File: src/rtl/counter_ctrl_pkg.sv
// Shared types and helpers for the counter load sequencer.
// Imported by the interface, the arbiter and the sequencer top.
package counter_ctrl_pkg;

  typedef enum logic [1:0] {
    ST_IDLE  = 2'd0,
    ST_LOAD  = 2'd1,
    ST_CHECK = 2'd2,
    ST_DONE  = 2'd3
  } state_t;

  // Index width that never collapses to zero bits, so a single requester
  // still gets a 1-bit grant id.
  function automatic int clog2_min1(input int n);
    return (n <= 1) ? 1 : $clog2(n);
  endfunction

endpackage

File: src/rtl/counter_load_sequencer_if.sv
// Request/ack bus between the requesters, the sequencer and the counter.
// The master side is the environment: requesters plus the counter's C feedback.
interface counter_load_sequencer_if
  import counter_ctrl_pkg::*;
#(
  parameter int N_REQ = 4,
  parameter int WIDTH = 8
);

  localparam int GW = clog2_min1(N_REQ);

  logic [N_REQ-1:0]       req;
  logic [N_REQ*WIDTH-1:0] value_in;
  logic [N_REQ-1:0]       ack;
  logic                   err;
  logic                   err_sticky;
  logic                   busy;
  logic [GW-1:0]          grant_id;
  logic                   load;
  logic [WIDTH-1:0]       value;
  logic [WIDTH-1:0]       c;

  modport master (
    output req, value_in, c,
    input  ack, err, err_sticky, busy, grant_id, load, value
  );

  modport slave (
    input  req, value_in, c,
    output ack, err, err_sticky, busy, grant_id, load, value
  );

endinterface

File: src/rtl/counter_load_sequencer_rr_arbiter.sv
// Combinational round-robin pick: rotate the request vector so ptr sits at
// bit 0, take the lowest set bit, then rotate the index back.
module rr_arbiter
  import counter_ctrl_pkg::*;
#(
  parameter int N_REQ = 4,
  parameter int GW    = clog2_min1(N_REQ)
) (
  input  logic [N_REQ-1:0] req,
  input  logic [GW-1:0]    ptr,
  output logic             gnt_valid,
  output logic [GW-1:0]    gnt_id
);

  logic [2*N_REQ-1:0] req_dbl;
  logic [N_REQ-1:0]   req_rot;
  logic [GW-1:0]      offset;
  logic [GW:0]        id_sum;

  // ptr is always below N_REQ, so this window never runs off the end.
  assign req_dbl   = {req, req};
  assign req_rot   = req_dbl[ptr +: N_REQ];
  assign gnt_valid = |req_rot;

  always_comb begin
    offset = '0;
    for (int i = N_REQ - 1; i >= 0; i--) begin
      if (req_rot[i]) offset = GW'(i);
    end
  end

  always_comb begin
    id_sum = {1'b0, ptr} + {1'b0, offset};
    if (id_sum >= (GW + 1)'(N_REQ)) id_sum = id_sum - (GW + 1)'(N_REQ);
    gnt_id = id_sum[GW-1:0];
  end

endmodule

File: src/rtl/counter_load_sequencer.sv
// Serialises parallel-load requests onto the counter's LOAD/VALUE port,
// verifies the counter took the value and acks the requester.
module counter_load_sequencer
  import counter_ctrl_pkg::*;
#(
  parameter int N_REQ       = 4,
  parameter int WIDTH       = 8,
  parameter int LOAD_CYCLES = 2,
  parameter int CHECK_EN    = 1
) (
  input  logic                   clk,
  input  logic                   reset_n,
  counter_load_sequencer_if.slave bus
);

  localparam int GW  = clog2_min1(N_REQ);
  localparam int LCW = clog2_min1(LOAD_CYCLES);

  state_t             state_reg;
  logic [LCW-1:0]     load_cnt_reg;
  logic [GW-1:0]      ptr_reg;
  logic [GW-1:0]      ptr_next;
  logic [GW-1:0]      grant_id_reg;
  logic [WIDTH-1:0]   value_reg;
  logic               load_reg;
  logic               busy_reg;
  logic [N_REQ-1:0]   ack_reg;
  logic               err_reg;
  logic               err_sticky_reg;

  logic               gnt_valid;
  logic [GW-1:0]      gnt_id;
  logic [WIDTH-1:0]   gnt_value;
  logic               check_fail;
  logic [WIDTH-1:0]   value_slice [N_REQ];

  rr_arbiter #(
    .N_REQ (N_REQ),
    .GW    (GW)
  ) u_arb (
    .req       (bus.req),
    .ptr       (ptr_reg),
    .gnt_valid (gnt_valid),
    .gnt_id    (gnt_id)
  );

  for (genvar gi = 0; gi < N_REQ; gi++) begin : g_slice
    assign value_slice[gi] = bus.value_in[gi*WIDTH +: WIDTH];
  end

  assign gnt_value  = value_slice[gnt_id];
  // The counter only starts incrementing at the end of CHECK, so C must
  // still hold exactly what was loaded.
  assign check_fail = (CHECK_EN != 0) && (bus.c != value_reg);
  assign ptr_next   = (grant_id_reg == GW'(N_REQ - 1)) ? '0 : grant_id_reg + GW'(1);

  always_ff @(posedge clk) begin
    if (!reset_n) begin
      state_reg      <= ST_IDLE;
      load_cnt_reg   <= '0;
      ptr_reg        <= '0;
      grant_id_reg   <= '0;
      value_reg      <= '0;
      load_reg       <= 1'b0;
      busy_reg       <= 1'b0;
      ack_reg        <= '0;
      err_reg        <= 1'b0;
      err_sticky_reg <= 1'b0;
    end else begin
      ack_reg <= '0;
      err_reg <= 1'b0;
      case (state_reg)
        ST_IDLE: begin
          if (gnt_valid) begin
            grant_id_reg <= gnt_id;
            value_reg    <= gnt_value;
            load_cnt_reg <= LCW'(LOAD_CYCLES - 1);
            load_reg     <= 1'b1;
            busy_reg     <= 1'b1;
            state_reg    <= ST_LOAD;
          end
        end
        ST_LOAD: begin
          if (load_cnt_reg == '0) begin
            load_reg  <= 1'b0;
            state_reg <= ST_CHECK;
          end else begin
            load_cnt_reg <= load_cnt_reg - LCW'(1);
          end
        end
        ST_CHECK: begin
          // ACK/ERR are registered here so they are visible during DONE.
          ack_reg[grant_id_reg] <= 1'b1;
          err_reg               <= check_fail;
          err_sticky_reg        <= err_sticky_reg | check_fail;
          state_reg             <= ST_DONE;
        end
        ST_DONE: begin
          ptr_reg   <= ptr_next;
          busy_reg  <= 1'b0;
          state_reg <= ST_IDLE;
        end
        default: state_reg <= ST_IDLE;
      endcase
    end
  end

  assign bus.ack        = ack_reg;
  assign bus.err        = err_reg;
  assign bus.err_sticky = err_sticky_reg;
  assign bus.busy       = busy_reg;
  assign bus.grant_id   = grant_id_reg;
  assign bus.load       = load_reg;
  assign bus.value      = value_reg;

endmodule
File: src/flat_wrapper.sv
// flat-port wrapper written by rule: the top's interface ports become plain ports
module counter_load_sequencer_flat import counter_ctrl_pkg::*;
#(
  parameter int N_REQ       = 4,
  parameter int WIDTH       = 8,
  parameter int LOAD_CYCLES = 2,
  parameter int CHECK_EN    = 1
)
  (clk, reset_n, bus_req, bus_value_in, bus_c, bus_ack, bus_err, bus_err_sticky, bus_busy, bus_grant_id, bus_load, bus_value);
  counter_load_sequencer_if #(.N_REQ(N_REQ), .WIDTH(WIDTH)) bus_i ();
  input  logic clk;
  input  logic reset_n;
  input wire logic [$bits(bus_i.req)-1:0] bus_req;
  input wire logic [$bits(bus_i.value_in)-1:0] bus_value_in;
  input wire logic [$bits(bus_i.c)-1:0] bus_c;
  output wire logic [$bits(bus_i.ack)-1:0] bus_ack;
  output wire logic [$bits(bus_i.err)-1:0] bus_err;
  output wire logic [$bits(bus_i.err_sticky)-1:0] bus_err_sticky;
  output wire logic [$bits(bus_i.busy)-1:0] bus_busy;
  output wire logic [$bits(bus_i.grant_id)-1:0] bus_grant_id;
  output wire logic [$bits(bus_i.load)-1:0] bus_load;
  output wire logic [$bits(bus_i.value)-1:0] bus_value;
  assign bus_i.req = bus_req;
  assign bus_i.value_in = bus_value_in;
  assign bus_i.c = bus_c;
  assign bus_ack = bus_i.ack;
  assign bus_err = bus_i.err;
  assign bus_err_sticky = bus_i.err_sticky;
  assign bus_busy = bus_i.busy;
  assign bus_grant_id = bus_i.grant_id;
  assign bus_load = bus_i.load;
  assign bus_value = bus_i.value;
  counter_load_sequencer #(.N_REQ(N_REQ), .WIDTH(WIDTH), .LOAD_CYCLES(LOAD_CYCLES), .CHECK_EN(CHECK_EN)) u_core (.clk(clk), .reset_n(reset_n), .bus(bus_i));
endmodule
File: config.mk
export PLATFORM = sky130hd
export DESIGN_NAME = counter_load_sequencer_flat
export DESIGN_NICKNAME = d
export VERILOG_FILES = /design/src/rtl/counter_ctrl_pkg.sv /design/src/rtl/counter_load_sequencer_if.sv /design/src/rtl/counter_load_sequencer_rr_arbiter.sv /design/src/rtl/counter_load_sequencer.sv /design/src/flat_wrapper.sv
export SDC_FILE = /design/constraint.sdc
export NUM_CORES = 1
export LEC_CHECK = 0
export BUFFER_PORTS_ARGS = -buffer_cell sky130_fd_sc_hd__buf_2
export CAP_MARGIN = 25
export CELL_PAD_IN_SITES_DETAIL_PLACEMENT = 0
export CELL_PAD_IN_SITES_GLOBAL_PLACEMENT = 1
export CORE_MARGIN = 1.5
export CORE_UTILIZATION = 35
export CTS_BUF_LIST = sky130_fd_sc_hd__clkbuf_2
export DETAILED_ROUTE_END_ITERATION = 6
export HOLD_SLACK_MARGIN = 0.06
export PLACE_DENSITY_LB_ADDON = 0.1
export RECOVER_POWER = 50
export SKIP_LAST_GASP = 1
export SLEW_MARGIN = 20
export SYNTH_ARGS = -nofsm -noshare
export SYNTH_HDL_FRONTEND = slang
export SYNTH_HIERARCHICAL = 1
export SYNTH_SLANG_ARGS = --single-unit
File: constraint.sdc
create_clock -name clk -period 2.3 [get_ports clk]
set_input_delay 0.115 -clock clk [delete_from_list [all_inputs] [get_ports clk]]
set_output_delay 0.115 -clock clk [all_outputs]
set_load 0.02 [all_outputs]
==> results.txt <==
commonest non-fill, non-tap cells in the layout -> 49 x buf_2, 25 x nand2_1, 22 x dfxtp_1
final WL -> 3.300 mm
VDD IR max -> 383.7 uV
Worst Skew -> 0.01259 ns
number of global-route vias before repair -> 1100
internal power -> 0.001014 W
Avg WL per Cell -> 12.74 um
final hold vios -> 0
Via density -> 4.803
sequential share of power -> 35.9%
layout cell share with drive strength beyond 1 -> 35.07%
HP Class -> in2reg
Worst R2R Setup Slack -> 0.06 ns
Mapped Cells -> 145
top post-synthesis cells by area -> dfxtp_1 33%, mux4_2 13%, ha_1 8.1%
Cells on Worst Hold Path -> 2
Starting DRT DRC Count -> 40
initial antenna violation count -> 0
CTS H-tree lvls -> 1
Slew Limit Fails -> 0
post-synthesis net count -> 200
first-pass GRT wire length -> 5.030 mm
Power Density -> 992.0 nW/um^2
die height -> 66.22 um
combinational share of power -> 55.4%
Die Wd -> 66.22 um
detailed placer's ending HPWL -> 2.542 mm
Post-synth ARST share -> 0%
row count -> 22
fin area -> 1819 sq um
post-synthesis area per instance -> 9.647 sq um
EDFF count, synth -> 0
worst min-delay path startpoint -> reset_n
sw frac -> 43.81%
Hold Crit Endpoint -> u_core/state_reg[0]$_SDFFE_PN0P_
final net count -> 267
final setup violating endpoints -> 0
static leakage -> 0.8405 nW
synth warn -> 6
r2r endpoint -> u_core/bus.value[3]$_SDFFE_PN0P_
Worst Path Arrival -> 2.48 ns
CTS max path bufs -> 2
I/O pins -> 64
clk_lat worst skew -> 0.32 ns
clock share of power -> 8.7%
Yosys cell types -> 35
hold_buf cts -> 0
Least-Margin Pin Slew -> 0.3895 ns
number of max-cap violations -> 0
worst reg2reg path startpoint -> u_core/ptr_reg[1]$_SDFFE_PN0P_
clock slew seen by the registers of the worst setup and hold paths -> 0.22 ns
port bufs -> 63
placed cells -> 252
Starting Density -> 37.37%
startpoint types -> flop
DR DRC count -> 0
most common cell after layout, fill and taps aside -> buf_2
Finished Layout Cells -> 259
largest net degree at the start of global routing -> 24
max reg flops -> 8
status -> completed
number of synthesized register bits -> 23
CTS root buf -> clkbuf_2
RePlAce Congestion -> 0.6873
antenna cells -> 0
Area growth syn-to-layout -> 30.05%
core area -> 3744 sq um
CTS Buf Count -> 3
TritonCTS clock tree -> yes
die area -> 4385 sq um
NetSw -> 0.0007907 W
Crit Path Max Fanout -> 7
top_reg_cell synth -> dfxtp_1
minimum clock period -> 2.236 ns
Vias -> 1244
WP data required -> 2.54 ns
post-synth top area cell -> dfxtp_1
Setup Crit Path Kind -> reg2reg
GR Util All Layers -> 14.90%
register area share after synthesis -> 32.92%
# clock sinks -> 23
Fmax achieved -> 447.3 MHz
Period Utilization, post-route -> 97.20%
Pre-Repair DR Iteration Count -> 4
Detail Route Antenna Nets -> 0
share of the synthesized area in the top cell type -> 32.92%
Critical Path Sink Type -> flop
Mapped Area -> 1399 sq um
reg2reg path depth -> 11
DP Area -> 1769 sq um
Slew HR -> 73.97%
global route overflow -> 0
## Yosys cell counts, types with 2 or more instances
cell type	number
nor2_1	5
nand2b_1	3
a21oi_1	6
and2_1	2
dfxtp_1	23
a21boi_0	2
xnor2_1	2
mux4_2	8
and3_1	4
clkbuf_1	3
buf_2	2
nand2_1	25
a21boi_1	8
ha_1	9
nor4_1	2
inv_1	5
o21ai_0	2
mux2i_1	3
nor2b_1	8
xor2_1	8
## worst max path at each step
stage               depth (start not counted)                           start  slack (ns)                                to
detailed placement                         11  u_core/ptr_reg[1]$_SDFFE_PN0P_        0.11  u_core/bus.value[3]$_SDFFE_PN0P_
global placement                           11  u_core/ptr_reg[1]$_SDFFE_PN0P_        0.16  u_core/bus.value[0]$_SDFFE_PN0P_
finish                                     11  u_core/ptr_reg[1]$_SDFFE_PN0P_        0.06  u_core/bus.value[3]$_SDFFE_PN0P_
floorplan                                  11  u_core/ptr_reg[1]$_SDFFE_PN0P_        0.27  u_core/bus.value[5]$_SDFFE_PN0P_
CTS                                        11  u_core/ptr_reg[1]$_SDFFE_PN0P_        0.06  u_core/bus.value[3]$_SDFFE_PN0P_
global route                               11  u_core/ptr_reg[1]$_SDFFE_PN0P_       -0.01  u_core/bus.value[0]$_SDFFE_PN0P_
## layout make-up
cell class / count / area, sq um
Clock buffer: 3 / 15.01
Clock inverter: 1 / 5.005
Fill cell: 409 / 1924
Inverter: 5 / 18.77
Multi-Input combinational cell: 111 / 912.1
Sequential cell: 23 / 464.2
Tap cell: 48 / 60.06
Timing Repair Buffer: 68 / 344.1
## what timing repair did
item                       4_1_cts  5_1_grt
gates resized for setup          0        7
setup endpoints to repair        0        8
setup buffers                    0        2
## stage by stage
stage / worst slack, ns / util [%] / power (W) / TNS, ns / hold WS (ns)
after CTS: 0.05604 / 47.79 / 0.001826 / 0 / 0.1421
after floorplan: 0.2656 / - / 0.001373 / 0 / 0.2518
final: 0.06437 / 48.60 / 0.001805 / 0 / 0.1680
after global placement: 0.1585 / 47.26 / 0.001644 / 0 / 0.4286
after detailed placement: 0.1133 / 47.26 / 0.001661 / 0 / 0.4450
after global routing: -0.01399 / 48.60 / 0.001973 / -0.04294 / 0.1421
## layer usage
metal  global-route usage (%)  wire [um]  vias to the layer above
met1                    20.13       1592                      565
li1                         -          -                      638
met2                    24.00       1542                       39
met4                    6.633         10                        0
met3                    1.363        154                        2
met5                        0          0                        -
## cell families (layout without fill, tap and decap cells)
family | count (synthesis) | count (layout) | share of synthesized area (%)
multiplexers | 12 | 12 | 16.10
buffers and inverters | 11 | 77 | 3.667
flip-flops | 23 | 23 | 32.92
AND/OR/NAND/NOR | 53 | 53 | 18.69
AO/OA/AOI/OAI | 27 | 27 | 14.31
XOR/XNOR | 10 | 10 | 6.262
adder cells (fa/ha/maj) | 9 | 9 | 8.050
## critical path, cell delays in order, from the launching register on
cell and delay [ns]:
dfxtp_4 0.41, nand2b_1 0.15, a21oi_2 0.15, o22ai_1 0.09, o21a_1 0.18, ha_1 0.21, xnor2_2 0.15, xnor2_1 0.18
buf_4 0.18, mux4_2 0.31, nand2_1 0.09, a21boi_1 0.06
## power groups by stage
| stage | registers [W] | clock network [W] | logic (W) |
|---|---|---|---|
| 2_1_floorplan | 0.000749 | 0 | 0.000624 |
| 3_3_place_gp | 0.000651 | 0 | 0.000993 |
| 6_report | 0.000648 | 0.000157 | 0.00100 |
| 4_1_cts | 0.000649 | 0.000171 | 0.00101 |
| 5_1_grt | 0.000668 | 0.000189 | 0.00112 |
| 3_5_place_dp | 0.000659 | 0 | 0.00100 |
No activity file was read; power rests on OpenSTA's default activity.
